$ cat config.mk
export PLATFORM = sky130hd
export DESIGN_NAME = wb_initiator_flat
export DESIGN_NICKNAME = d
export VERILOG_FILES = /design/src/rtl/wb_pkg.sv /design/src/rtl/wb_initiator_if.sv /design/src/rtl/wb_initiator.sv /design/src/flat_wrapper.sv
export SDC_FILE = /design/constraint.sdc
export NUM_CORES = 1
export LEC_CHECK = 0
export ABC_AREA = 1
export CAP_MARGIN = 25
export CORE_ASPECT_RATIO = 1.75
export CORE_MARGIN = 3
export CORE_UTILIZATION = 44
export DETAILED_ROUTE_END_ITERATION = 10
export DONT_BUFFER_PORTS = 1
export GPL_TIMING_DRIVEN = 0
export PLACE_DENSITY = 0.69
export SLEW_MARGIN = 20
export SYNTH_ARGS = -nofsm -noshare
export SYNTH_HDL_FRONTEND = slang
export SYNTH_SLANG_ARGS = --single-unit
$ cat constraint.sdc
create_clock -name clk_i -period 2.1 [get_ports clk_i]
set_clock_uncertainty 0.2 [all_clocks]
set_input_delay 0.315 -clock clk_i [delete_from_list [all_inputs] [get_ports clk_i]]
set_output_delay 0.315 -clock clk_i [all_outputs]
set_load 0.02 [all_outputs]
$ cat src/rtl/wb_pkg.sv
// rtl/wb_pkg.sv - shared Wishbone initiator types and constants
package wb_pkg;

  localparam int unsigned WB_DATA_W = 32;
  localparam int unsigned WB_SEL_W  = 4;
  localparam int unsigned WB_CNT_W  = 16;

  typedef enum logic [1:0] {
    ST_IDLE = 2'd0,
    ST_REQ  = 2'd1,
    ST_WAIT = 2'd2,
    ST_RESP = 2'd3
  } wb_state_e;

  // Sticks at all-ones so a long wait can never wrap back under the limit
  function automatic logic [WB_CNT_W-1:0] sat_inc(input logic [WB_CNT_W-1:0] v);
    return (v == {WB_CNT_W{1'b1}}) ? v : v + 1'b1;
  endfunction

endpackage

$ cat src/rtl/wb_initiator_if.sv
// rtl/wb_initiator_if.sv - pipelined Wishbone bus bundle with initiator/responder views
interface if_wb
  import wb_pkg::*;
#(
  parameter int unsigned AW = 32
) ();

  logic                 cyc;
  logic                 stb;
  logic                 we;
  logic [WB_SEL_W-1:0]  sel;
  logic [AW-1:0]        adr;
  logic [WB_DATA_W-1:0] dat_m;
  logic [WB_DATA_W-1:0] dat_s;
  logic                 ack;
  logic                 stall;

  modport master (
    output cyc, stb, we, sel, adr, dat_m,
    input  dat_s, ack, stall
  );

  modport slave (
    input  cyc, stb, we, sel, adr, dat_m,
    output dat_s, ack, stall
  );

endinterface

$ cat src/rtl/wb_initiator.sv
// rtl/wb_initiator.sv - single-outstanding pipelined Wishbone initiator with ack timeout
module wb_initiator
  import wb_pkg::*;
#(
  parameter int unsigned TIMEOUT = 255,
  parameter int unsigned AW      = 32
) (
  input  logic                 clk_i,
  input  logic                 rst_ni,
  if_wb.master                 bus,
  input  logic                 req_valid,
  output logic                 req_ready,
  input  logic                 req_we,
  input  logic [AW-1:0]        req_adr,
  input  logic [WB_SEL_W-1:0]  req_sel,
  input  logic [WB_DATA_W-1:0] req_dat,
  output logic                 rsp_valid,
  input  logic                 rsp_ready,
  output logic [WB_DATA_W-1:0] rsp_dat,
  output logic                 rsp_err,
  output logic                 busy
);

  localparam logic [WB_CNT_W-1:0] CNT_LIMIT = WB_CNT_W'(TIMEOUT);

  wb_state_e            state_q, state_d;
  logic                 we_q, we_d;
  logic [AW-1:0]        adr_q, adr_d;
  logic [WB_SEL_W-1:0]  sel_q, sel_d;
  logic [WB_DATA_W-1:0] dat_q, dat_d;
  logic [WB_DATA_W-1:0] rsp_dat_q, rsp_dat_d;
  logic                 rsp_err_q, rsp_err_d;
  logic [WB_CNT_W-1:0]  cnt_q, cnt_d;
  logic [WB_CNT_W-1:0]  cnt_inc;

  always_ff @(posedge clk_i or negedge rst_ni) begin
    if (!rst_ni) begin
      state_q   <= ST_IDLE;
      we_q      <= 1'b0;
      adr_q     <= '0;
      sel_q     <= '0;
      dat_q     <= '0;
      rsp_dat_q <= '0;
      rsp_err_q <= 1'b0;
      cnt_q     <= '0;
    end else begin
      state_q   <= state_d;
      we_q      <= we_d;
      adr_q     <= adr_d;
      sel_q     <= sel_d;
      dat_q     <= dat_d;
      rsp_dat_q <= rsp_dat_d;
      rsp_err_q <= rsp_err_d;
      cnt_q     <= cnt_d;
    end
  end

  assign cnt_inc = sat_inc(cnt_q);

  always_comb begin
    state_d   = state_q;
    we_d      = we_q;
    adr_d     = adr_q;
    sel_d     = sel_q;
    dat_d     = dat_q;
    rsp_dat_d = rsp_dat_q;
    rsp_err_d = rsp_err_q;
    cnt_d     = cnt_q;
    unique case (state_q)
      ST_IDLE: begin
        if (req_valid) begin
          state_d = ST_REQ;
          we_d    = req_we;
          adr_d   = req_adr;
          sel_d   = req_sel;
          dat_d   = req_dat;
        end
      end
      ST_REQ: begin
        // A stalled strobe waits indefinitely; the timeout only covers the ack phase
        if (!bus.stall) begin
          cnt_d = '0;
          if (bus.ack) begin
            state_d   = ST_RESP;
            rsp_dat_d = we_q ? '0 : bus.dat_s;
            rsp_err_d = 1'b0;
          end else begin
            state_d = ST_WAIT;
          end
        end
      end
      ST_WAIT: begin
        cnt_d = cnt_inc;
        // Ack wins over a timeout landing on the same cycle
        if (bus.ack) begin
          state_d   = ST_RESP;
          rsp_dat_d = we_q ? '0 : bus.dat_s;
          rsp_err_d = 1'b0;
        end else if (cnt_inc >= CNT_LIMIT) begin
          state_d   = ST_RESP;
          rsp_dat_d = '0;
          rsp_err_d = 1'b1;
        end
      end
      ST_RESP: begin
        if (rsp_ready) begin
          state_d = ST_IDLE;
        end
      end
      default: state_d = ST_IDLE;
    endcase
  end

  always_comb begin
    req_ready = (state_q == ST_IDLE);
    rsp_valid = (state_q == ST_RESP);
    busy      = (state_q != ST_IDLE);
    bus.cyc   = (state_q == ST_REQ) || (state_q == ST_WAIT);
    bus.stb   = (state_q == ST_REQ);
    bus.we    = we_q;
    bus.sel   = sel_q;
    bus.adr   = adr_q;
    bus.dat_m = dat_q;
    rsp_dat   = rsp_dat_q;
    rsp_err   = rsp_err_q;
  end

endmodule

$ cat src/flat_wrapper.sv
// flat-port wrapper written by rule: the top's interface ports become plain ports
module wb_initiator_flat import wb_pkg::*;
#(
  parameter int unsigned TIMEOUT = 255,
  parameter int unsigned AW      = 32
)
  (clk_i, rst_ni, req_valid, req_ready, req_we, req_adr, req_sel, req_dat, rsp_valid, rsp_ready, rsp_dat, rsp_err, busy, bus_cyc, bus_stb, bus_we, bus_sel, bus_adr, bus_dat_m, bus_dat_s, bus_ack, bus_stall);
  if_wb #(.AW(AW)) bus_i ();
  input  logic clk_i;
  input  logic rst_ni;
  input  logic req_valid;
  output logic req_ready;
  input  logic req_we;
  input  logic [AW-1:0] req_adr;
  input  logic [WB_SEL_W-1:0] req_sel;
  input  logic [WB_DATA_W-1:0] req_dat;
  output logic rsp_valid;
  input  logic rsp_ready;
  output logic [WB_DATA_W-1:0] rsp_dat;
  output logic rsp_err;
  output logic busy;
  output wire logic [$bits(bus_i.cyc)-1:0] bus_cyc;
  output wire logic [$bits(bus_i.stb)-1:0] bus_stb;
  output wire logic [$bits(bus_i.we)-1:0] bus_we;
  output wire logic [$bits(bus_i.sel)-1:0] bus_sel;
  output wire logic [$bits(bus_i.adr)-1:0] bus_adr;
  output wire logic [$bits(bus_i.dat_m)-1:0] bus_dat_m;
  input wire logic [$bits(bus_i.dat_s)-1:0] bus_dat_s;
  input wire logic [$bits(bus_i.ack)-1:0] bus_ack;
  input wire logic [$bits(bus_i.stall)-1:0] bus_stall;
  assign bus_cyc = bus_i.cyc;
  assign bus_stb = bus_i.stb;
  assign bus_we = bus_i.we;
  assign bus_sel = bus_i.sel;
  assign bus_adr = bus_i.adr;
  assign bus_dat_m = bus_i.dat_m;
  assign bus_i.dat_s = bus_dat_s;
  assign bus_i.ack = bus_ack;
  assign bus_i.stall = bus_stall;
  wb_initiator #(.TIMEOUT(TIMEOUT), .AW(AW)) u_core (.clk_i(clk_i), .rst_ni(rst_ni), .bus(bus_i), .req_valid(req_valid), .req_ready(req_ready), .req_we(req_we), .req_adr(req_adr), .req_sel(req_sel), .req_dat(req_dat), .rsp_valid(rsp_valid), .rsp_ready(rsp_ready), .rsp_dat(rsp_dat), .rsp_err(rsp_err), .busy(busy));
endmodule
==> qor.yml <==
global_route:
  antenna_found_initial: 2
  grt_pass1_vias: 5012
  overflow: 0
  grt_max_degree: 121
  gr-usage-all-layers_pct: 23.2
  grt_pass1_wl_um: 25300
critical_path:
  max_stage_delay_ns: 0.42
  critical_path_class: "flip-flop to flip-flop"
  path_cells: "nand2_1 -> nor2_2 -> nand2_2 -> nor2_8 -> inv_8 -> buf_8 -> buf_6 -> nand3_4 -> nor2_4 -> nand3_4 -> buf_6 -> buf_4 -> nand2_2 -> nand2_1 -> nand2_1"
  end_kind: "flip-flop"
  cp_max_fo: 6
  critPathRequiredTime_ns: 2.19
  cp.arrival_ns: 2.48
  cp_common_cell: "nand2_1"
  critPathLaunchType: "flip-flop"
  crit_slowest_cell: "dfrtp_1"
floorplanning:
  initial_core_util_pct: 45.1
  die-width_um: 90.1
  row_count: 53
  num_io_pins: 214
  fp.dieH_um: 153
  die_area_sq_um: 13800
  core_sq_um: 12100
synth:
  yosysWarningCount: 0
  netlist_area_sq_um: 5440
  syn_nets: 662
  synth_cell_type_count: 32
  synth-seq-area-share_pct: 55.2
  synthCells: 550
  synth_seq_cells: 120
  avgSynthCellArea_sq_um: 9.89
cells_and_area:
  register_area_sq_um: 3010
  multi_input_area_sq_um: 2550
  nFillCells: 860
  nNetsFinal: 819
  drive_gt1_share_pct: 35.1
  fin_area_sq_um: 8100
  final_util_pct: 67.1
  syn2layout_area_growth_pct: 48.9
timing:
  timing.fmax_mhz: 418
  slew_violations: 0
  finalCritPeriodShare_pct: 114
  whs_ns: -0.598
  worst_slew_pin_slew_ns: 0.368
  tns_ns: -7.74
  period_minus_slack_ns: 2.39
  hold_viol: 120
  setup_viol: 35
  worst_slack_ns: -0.293
  rsz0062_at_grt: "yes"
  slew_headroom_pct: 75.4
clock_tree:
  clk_latency_ns: 0.40
  cts_hold_buffers: 103
  clkSlewWorstSetupHoldPaths_ns: 0.06
  cts_htree_levels: 4
  cts.path.max_buffers: 2
  clkSinkCount: 120
  root_buffer: "clkbuf_16"
  cts_tree: "done"
  numCtsBuffers: 17
drt:
  ant_nets: 0
  wl_per_cell_um: 19.1
  via_per_inst: 5.26
  vias: 4665
  firstDrtPassIters: 4
  drc_errors: 0
  routed_wl_um: 16900
  drt_iter0_drc: 229
power:
  max-vdd-ir-drop_mv: 0.873
  p_total_w: 0.0122
  leakage_nw: 3.82
  powerDensity_nw_per_um2: 1510
placed_design:
  place_area_sq_um: 5670
  gp_congestion: 0.895
  portBuffers: 0
  dpl.hpwl_um: 10100
hold_path:
  hp-class: "primary input to async pin"
status:
  status: "complete, but fails checks"
  violations: "negative hold slack, negative setup slack"
job:
  maxCapViolations: 0
[logic make-up (layout without fill, tap and decap cells)]
logic type               Yosys count  in the layout  share of synthesized area, %
AND/OR/NAND/NOR                  244            244                          19.8
flip-flops                       120            120                          55.2
buffers and inverters             81            251                          6.21
multiplexers                      69             69                          14.3
AO/OA/AOI/OAI                     28             28                          2.85
adder cells (fa/ha/maj)            5              5                          1.15
XOR/XNOR                           3              3                         0.483
other                              0              2                             0
[state kept, by name, summed over array words and instances, names as in the netlist]
name / flops
u_core.state_q: 2
u_core.rsp_err: 1
u_core.bus.adr: 32
u_core.bus.dat_m: 32
u_core.cnt_q: 16
u_core.rsp_dat: 32
u_core.bus.sel: 4
u_core.bus.we: 1
[stage by stage]
stage / hold slack, ns / cells / setup WS (ns)
final: -0.598 / 887 / -0.293
after detailed placement: -0.178 / 715 / -0.461
after floorplan: -0.181 / 550 / 0.00681
after CTS: -0.613 / 872 / -0.244
after global placement: -0.178 / 715 / -0.404
after global routing: -0.623 / 887 / -0.405
[final cells by class]
class                   count  area share (%)
clock buffers              17            5.25
diodes                      2          0.0618
well taps                 165            2.55
plain buffers              20            1.78
clock inverters            15            1.62
inverters                  59            2.83
multi-input cells         349            31.4
flip-flops and latches    120            37.1
repair buffers            140            17.3
[worst paths after layout]
kind / slack, ns / cells past startpoint / start / endpoint
worst max-delay path: -0.29 / 15 / u_core.cnt_q[15]$_DFFE_PN0P_ / u_core.state_q[0]$_DFFE_PN0P_
worst min-delay path: -0.60 / 0 / rst_ni / u_core.bus.adr[15]$_DFFE_PN0P_
worst max register to register: -0.29 / 15 / u_core.cnt_q[15]$_DFFE_PN0P_ / u_core.state_q[0]$_DFFE_PN0P_
worst min register to register: 0.34 / 2 / u_core.state_q[1]$_DFFE_PN0P_ / u_core.state_q[1]$_DFFE_PN0P_
max in group asynchronous: 2.12 / 0 / rst_ni / u_core.cnt_q[11]$_DFFE_PN0P_
min in group clk_i: 0 / 3 / bus_stall / u_core.cnt_q[4]$_DFFE_PN0P_
[Yosys cell counts (all sizes together)]
cell type  count  area share (%)
a21boi         1            0.14
a21oi          5            0.46
buf           15             1.6
clkbuf         7            0.48
dfrtp        120              55
ha             5             1.1
inv           59             4.1
mux2          69              14
nand2        121             8.6
nand3         59             5.7
nand4          4            0.46
nor2          56             4.5
nor3           2            0.28
o211ai         1            0.14
o21ai         13             1.2
o22ai          8            0.92
or2            2            0.23
xnor2          1            0.16
xor2           2            0.32
[routing by layer]
layer	GRT usage [%]	up-vias	wire length, um	share of wire [%]
met1	23.4	2251	5480	32
met3	7.63	65	1320	7.8
met5	0	-	0	0
met4	11.5	0	686	4.1
met2	42.1	252	9450	56
li1	-	2097	-	-
[where the power goes]
part	switching [W]	total [W]	internal, W
registers	0.00192	0.00520	0.00328
clock network	0.00116	0.00271	0.00155
logic	0.00219	0.00428	0.00209
total	0.00527	0.0122	0.00692
[what timing repair did]
item | CTS | global route
buffers inserted | 21 | 12
pin swaps | 15 | 41
hold endpoints to repair | 224 | 120
resized for setup | 54 | 91
gates cloned | 2 | 2
setup endpoints to repair | 118 | 46
[cells in the final DEF, fill, tap and decap left out, types with 2 or more instances in the layout]
| cell type | instances |
|---|---|
| dfrtp_1 | 116 |
| dlygate4sd3_1 | 103 |
| nand2_1 | 84 |
| mux2_2 | 69 |
| inv_1 | 57 |
| nor2_1 | 39 |
| nand3_1 | 36 |
| buf_4 | 28 |
| nand2_2 | 22 |
| clkbuf_16 | 19 |
| nand3_2 | 18 |
| nand2_4 | 14 |
| o21ai_0 | 10 |
| buf_2 | 10 |
| nor2_4 | 8 |
| nor2_2 | 8 |
| o22ai_1 | 8 |
| buf_6 | 7 |
| inv_6 | 7 |
| nand3_4 | 5 |
| nand4_1 | 4 |
| buf_8 | 4 |
| clkinvlp_4 | 4 |
| dfrtp_2 | 4 |
| inv_8 | 3 |
| a21oi_2 | 3 |
| clkbuf_2 | 3 |
| ha_1 | 3 |
| diode_2 | 2 |
| or2_2 | 2 |
| ha_4 | 2 |
| clkinv_4 | 2 |
[worst max-delay path, delay by kind of cell, from the launching register on]
| family | cells | cell delay [ns] |
|---|---|---|
| simple gates | 10 | 1.04 |
| buf+inv | 5 | 0.61 |
| flops | 1 | 0.42 |
No activity file was read; power rests on OpenSTA's default activity.
